[config.mk]
export PLATFORM = sky130hd
export DESIGN_NAME = c_reverse_arb
export DESIGN_NICKNAME = d
export VERILOG_FILES = /design/src/rtl/c_reverse_arb_pkg.sv /design/src/rtl/c_rr_pick.sv /design/src/rtl/c_reverse_arb.sv
export SDC_FILE = /design/constraint.sdc
export NUM_CORES = 1
export LEC_CHECK = 0
export ABC_CLOCK_PERIOD_IN_PS = 10900
export CAP_MARGIN = 10
export CORE_AREA = 2 2 105 133
export CTS_BUF_LIST = sky130_fd_sc_hd__clkbuf_8
export DETAILED_ROUTE_END_ITERATION = 7
export DIE_AREA = 0 0 107 135
export GPL_TIMING_DRIVEN = 0
export SLEW_MARGIN = 20
export SYNTH_ARGS = -nofsm -noshare
export SYNTH_HDL_FRONTEND = slang
export SYNTH_SLANG_ARGS = --single-unit
[constraint.sdc]
create_clock -name clk -period 10.9 [get_ports clk]
set_clock_uncertainty 0.15 [all_clocks]
set_input_delay 2.18 -clock clk [delete_from_list [all_inputs] [get_ports clk]]
set_output_delay 2.18 -clock clk [all_outputs]
set_load 0.01 [all_outputs]
[src/rtl/c_reverse_arb_pkg.sv]
// Shared helpers for the reverse arbiter slice: index-width math used by the
// picker and the top to size pointer and port-index fields.
package c_reverse_arb_pkg;

   function automatic int c_clog2(input int value);
      int result;
      int v;
      result = 0;
      v      = value - 1;
      while (v > 0) begin
         result++;
         v = v >> 1;
      end
      return result;
   endfunction

   // A single requester still needs a 1-bit index field.
   function automatic int c_idx_width(input int n);
      return (c_clog2(n) < 1) ? 1 : c_clog2(n);
   endfunction

endpackage

[src/rtl/c_rr_pick.sv]
// Combinational round-robin picker: first asserted request at or after ptr,
// wrapping modulo num_ports. Returns one-hot and encoded grant.
module c_rr_pick
   import c_reverse_arb_pkg::*;
#(
   parameter  int num_ports      = 4,
   localparam int port_idx_width = c_idx_width(num_ports)
)(
   input  logic [0:num_ports-1]      req,
   input  logic [0:port_idx_width-1] ptr,
   output logic [0:num_ports-1]      gnt,
   output logic [0:port_idx_width-1] gnt_idx,
   output logic                      gnt_any
);

   always_comb begin
      int idx;
      idx     = 0;
      gnt     = '0;
      gnt_idx = '0;
      gnt_any = 1'b0;
      for (int k = 0; k < num_ports; k++) begin
         idx = int'(ptr) + k;
         if (idx >= num_ports) idx = idx - num_ports;
         if (!gnt_any && req[idx]) begin
            gnt_any      = 1'b1;
            gnt[idx]     = 1'b1;
            gnt_idx      = port_idx_width'(idx);
         end
      end
   end

endmodule

[src/rtl/c_reverse_arb.sv]
// Shared bit-reversal datapath: round-robin arbitration among requesters,
// optional bit reversal, single-entry output register with valid/ready.
module c_reverse_arb
   import c_reverse_arb_pkg::*;
#(
   parameter  int width          = 32,
   parameter  int num_ports      = 4,
   localparam int port_idx_width = c_idx_width(num_ports)
)(
   input  logic                        clk,
   input  logic                        reset,
   input  logic [0:num_ports-1]        req_valid,
   input  logic [0:num_ports-1]        req_rev,
   input  logic [0:num_ports*width-1]  req_data,
   output logic [0:num_ports-1]        req_ready,
   output logic                        out_valid,
   output logic [0:width-1]            out_data,
   output logic [0:port_idx_width-1]   out_port,
   input  logic                        out_ready
);

   localparam logic [0:port_idx_width-1] LAST_IDX = port_idx_width'(num_ports - 1);
   localparam logic [0:port_idx_width-1] ONE_IDX  = port_idx_width'(1);

   logic                      r_out_valid;
   logic [0:width-1]          r_out_data;
   logic [0:port_idx_width-1] r_out_port;
   logic [0:port_idx_width-1] r_ptr;

   logic                      w_accept;
   logic                      w_grant;
   logic [0:num_ports-1]      w_gnt;
   logic [0:port_idx_width-1] w_gnt_idx;
   logic                      w_gnt_any;
   logic [0:width-1]          w_sel_word;
   logic                      w_sel_rev;
   logic [0:width-1]          w_rev_word;
   logic [0:width-1]          w_next_word;

   // Drain and refill in the same cycle so continuous traffic has no bubble.
   assign w_accept = !r_out_valid || out_ready;

   c_rr_pick #(
      .num_ports (num_ports)
   ) u_pick (
      .req     (req_valid),
      .ptr     (r_ptr),
      .gnt     (w_gnt),
      .gnt_idx (w_gnt_idx),
      .gnt_any (w_gnt_any)
   );

   assign w_grant   = w_accept && w_gnt_any && !reset;
   assign req_ready = w_grant ? w_gnt : '0;

   always_comb begin
      w_sel_word = '0;
      w_sel_rev  = 1'b0;
      for (int p = 0; p < num_ports; p++) begin
         if (w_gnt[p]) begin
            w_sel_word = req_data[p*width +: width];
            w_sel_rev  = req_rev[p];
         end
      end
   end

   for (genvar i = 0; i < width; i++) begin : g_rev
      assign w_rev_word[i] = w_sel_word[width-1-i];
   end

   assign w_next_word = w_sel_rev ? w_rev_word : w_sel_word;

   // Priority only rotates on a real grant; idle and stall cycles keep it.
   always_ff @(posedge clk) begin
      if (reset) begin
         r_out_valid <= 1'b0;
         r_out_data  <= '0;
         r_out_port  <= '0;
         r_ptr       <= '0;
      end else if (w_grant) begin
         r_out_valid <= 1'b1;
         r_out_data  <= w_next_word;
         r_out_port  <= w_gnt_idx;
         r_ptr       <= (w_gnt_idx == LAST_IDX) ? '0 : w_gnt_idx + ONE_IDX;
      end else if (out_ready) begin
         r_out_valid <= 1'b0;
      end
   end

   assign out_valid = r_out_valid;
   assign out_data  = r_out_data;
   assign out_port  = r_out_port;

endmodule
==> metrics.yaml, run 1 <==
grt:
  grt_pass1_vias: 4035
  grt_max_degree: 12
  grt_busiest_layer: "met2"
  grt_pass1_wl_um: 20910
  grtUsageMet3_pct: 5.357
  grt-ovfl-total: 0
  grt_usage_pct: 18.55
  use_met1_pct: 20.28
  gr-usage-met2_pct: 33.86
  grt_antenna_before_repair: 0
job:
  max_cap_violations: 0
clock_tree:
  cts_sinks: 37
  cts_tree: "built"
  worstSkewPairLatency_ns: 0.29
  clkTransAtPathRegs_ns: 0.07
  cts.repair.resized: 0
  cts_root_buf: "clkbuf_8"
  clockBufferDepth: 2
  postCtsHoldBufs: 0
  cts_buffers: 5
  postCtsSetupBuffers: 0
  htree_num_levels: 2
synthesis:
  synthXorXnorAreaFrac_pct: 0
  synth_compound_area_share_pct: 24.61
  synthSimpleGateAreaFrac_pct: 26.51
  synthFlopType: "dfxtp_1"
  yosys.area.top_type: "dfxtp_1"
  async_flop_share_pct: 0
  yosys-top-cells-count: "37 x dfxtp_1, 37 x mux2i_1, 35 x nand3b_1"
  synth_area_leaders: "dfxtp_1 23%, mux2i_1 11%, nand3b_1 8.1%"
  synthesis.nets: 554
  synth_top_area_share_pct: 22.87
  synth_top_family_by_area: "simple AND/OR/NAND/NOR gates"
  syn_avg_cell_area_um2: 7.956
  syn_inst: 407
  synth-edff-count: 0
  yosysWarnings: 0
  ys_ff_latch: 37
  synth_area_um2: 3238
  yosys.area_share.adder_pct: 3.091
  synthMuxAreaShare_pct: 14.68
  ys_seq_area_share_pct: 22.87
  post_synth_num_cell_types: 48
timing:
  rsz0062_at_grt: "false"
  finalSetupViolCount: 0
  hold_violations: 0
  fmax_mhz: 131.2
  min_period_ns: 7.624
  slew_viol_final: 0
  fin_ws_ns: 3.276
  worst_pin_slew_ns: 0.8462
  post-route-period-util_pct: 69.95
  tns_ns: 0
  max_slew_margin_pct: 43.58
finish:
  ff_latch_area_um2: 740.7
  drive_above_1_share_pct: 6.757
  final_core_util_pct: 40.61
  fill_cells: 1374
  syn2layout_area_growth_pct: 64.45
  antennaDiodeCount: 0
  multi_input_area_um2: 2231
  fin_area_um2: 5325
  fin_nets: 738
drt:
  vias: 3861
  detail-route-antenna-nets: 0
  drt_drc_violations_left: 0
  wl_per_cell_um: 18.03
  routed_wl_um: 13760
  drt-initial-drc-count: 141
  drtPass1Iterations: 4
  post_drt_via_cell_ratio: 5.060
place:
  dpl.hpwl_um: 11120
  place_area_um2: 5224
  portBuffers: 177
  dp_slack_ns: 3.232
  gp_congestion: 0.8517
status:
  outcome: "finished clean"
die:
  fp.coreArea_um2: 13110
  rows: 47
  initial_core_util_pct: 24.69
  die_y_um: 135
  die_w_um: 107
  die-area_um2: 14450
  ios: 178
critical_path:
  r2r_end: "out_data[13]"
  start_kind: "input port"
  r2r_start: "r_ptr[1]"
  end_kind: "output port"
  regToRegSetupSlack_ns: 6.00
  worstPathRequired_ns: 8.57
  criticalPathCategory: "input port to output port"
  critPathMaxFanout: 10
  reg2regPathDepth: 14
  arrival_ns: 5.29
power:
  p_leak_nw: 1.949
  pwr_density_cell_nw_per_um2: 232.7
  ir_worst_vdd_v: 0.0001352
worst_hold_path:
  min_path_cells: 2
  hold_end: "out_data[0]"
  holdCritStartpoint: "out_data[0]"
  hp-class: "flop to flop"
## power by group
group | switching [mW] | internal (mW)
Sequential | 0.0249 | 0.179
Clock | 0.0489 | 0.0572
Combinational | 0.494 | 0.435
Total | 0.568 | 0.671
## how the worst max path moves through the flow
stage	start	end	slack [ns]	cells past startpoint
after global placement	req_valid[0]	req_ready[1]	3.22	10
after floorplan	req_valid[1]	req_ready[3]	4.57	7
after CTS	req_valid[0]	req_ready[3]	3.23	9
after global routing	req_valid[0]	req_ready[3]	3.06	9
final	req_valid[0]	req_ready[1]	3.28	10
after detailed placement	req_valid[0]	req_ready[3]	3.23	9
## logic make-up after synthesis
family / Yosys count
muxes: 44
DFF: 37
adders and majority gates: 8
buffers and inverters: 50
AOI/OAI and AO/OA: 129
and+or+nand+nor: 139
## critical path, stage by stage
cell	delay, ns
clkdlybuf4s50_1	0.45
buf_2	0.19
mux2i_1	0.45
nor3_1	0.12
o211a_1	0.25
a2111oi_2	0.49
buf_2	0.33
buf_2	0.26
nor2_1	0.06
clkdlybuf4s50_1	0.51
## metal layers
metal	routed length (um)	part of all wire [%]	up-vias
met3	1022	7.4	20
met4	309	2.2	0
li1	-	-	1914
met2	7019	51	144
met5	0	0	-
met1	5405	39	1783
## flip-flops by register name (all words and copies together), names as in the netlist
name / cells
out_port: 2
out_valid: 1
r_ptr: 2
out_data: 32
## area by class of cell
cell class	instances	share of cell area, %
Tap cell	171	4.018
Timing Repair Buffer	177	33.27
Inverter	5	0.3524
Buffer	45	4.652
Clock buffer	7	1.809
Sequential cell	37	13.91
Multi-Input combinational cell	320	41.89
Clock inverter	1	0.09398
## through the flow
stage	cells	power, mW	hold slack (ns)
after detailed placement	755	1.140	0.3217
after global routing	763	1.339	0.3454
after global placement	755	1.131	0.3162
after CTS	763	1.251	0.3350
after floorplan	407	0.8231	0.3498
final	763	1.239	0.3326
## placed cells by master, fill, tap and decap left out, types with 3 or more instances in the layout
cell / instances
clkdlybuf4s50_1: 177
mux2i_1: 37
dfxtp_1: 37
nand3b_1: 35
nand2b_1: 34
nand3_1: 34
a31oi_1: 33
o22ai_1: 32
o21ai_1: 31
clkbuf_1: 27
buf_2: 12
o21ai_0: 10
ha_1: 8
a21oi_1: 7
nand2_1: 7
clkbuf_8: 7
nor3b_1: 5
nor2_1: 5
inv_1: 5
mux2_2: 4
nor3_1: 4
nand4_1: 3
and3_1: 3
buf_12: 3
(Power assumes the default switching activity.)
==> inputs of run 2 (changes only) <==
--- a/config.mk
+++ b/config.mk
@@ -5,7 +5,7 @@
 export SDC_FILE = /design/constraint.sdc
 export NUM_CORES = 1
 export LEC_CHECK = 0
-export ABC_CLOCK_PERIOD_IN_PS = 10900
+export ABC_CLOCK_PERIOD_IN_PS = 7600
 export CAP_MARGIN = 10
 export CORE_AREA = 2 2 105 133
 export CTS_BUF_LIST = sky130_fd_sc_hd__clkbuf_8
==> constraint.sdc (replaced) <==
create_clock -name clk -period 7.6 [get_ports clk]
set_clock_uncertainty 0.15 [all_clocks]
set_input_delay 1.52 -clock clk [delete_from_list [all_inputs] [get_ports clk]]
set_output_delay 1.52 -clock clk [all_outputs]
set_load 0.01 [all_outputs]
==> results of run 2 <==
The final DEF is identical to that of run 1. Status: finished clean.
Among the figures that moved: setup slack after placement 3.232 ns -> 1.252 ns; clock-pin slew on the worst setup and hold paths 0.07 ns -> 0.08 ns; setup slack after layout 3.276 ns -> 1.138 ns; start point of the critical path req_valid[0] -> r_ptr[1]; end point of the critical path req_ready[1] -> req_ready[3]; register-to-register setup slack 6.00 ns -> 2.70 ns; total power 1.239 mW -> 1.777 mW; worst IR drop on VDD 0.0001352 V -> 0.0001939 V
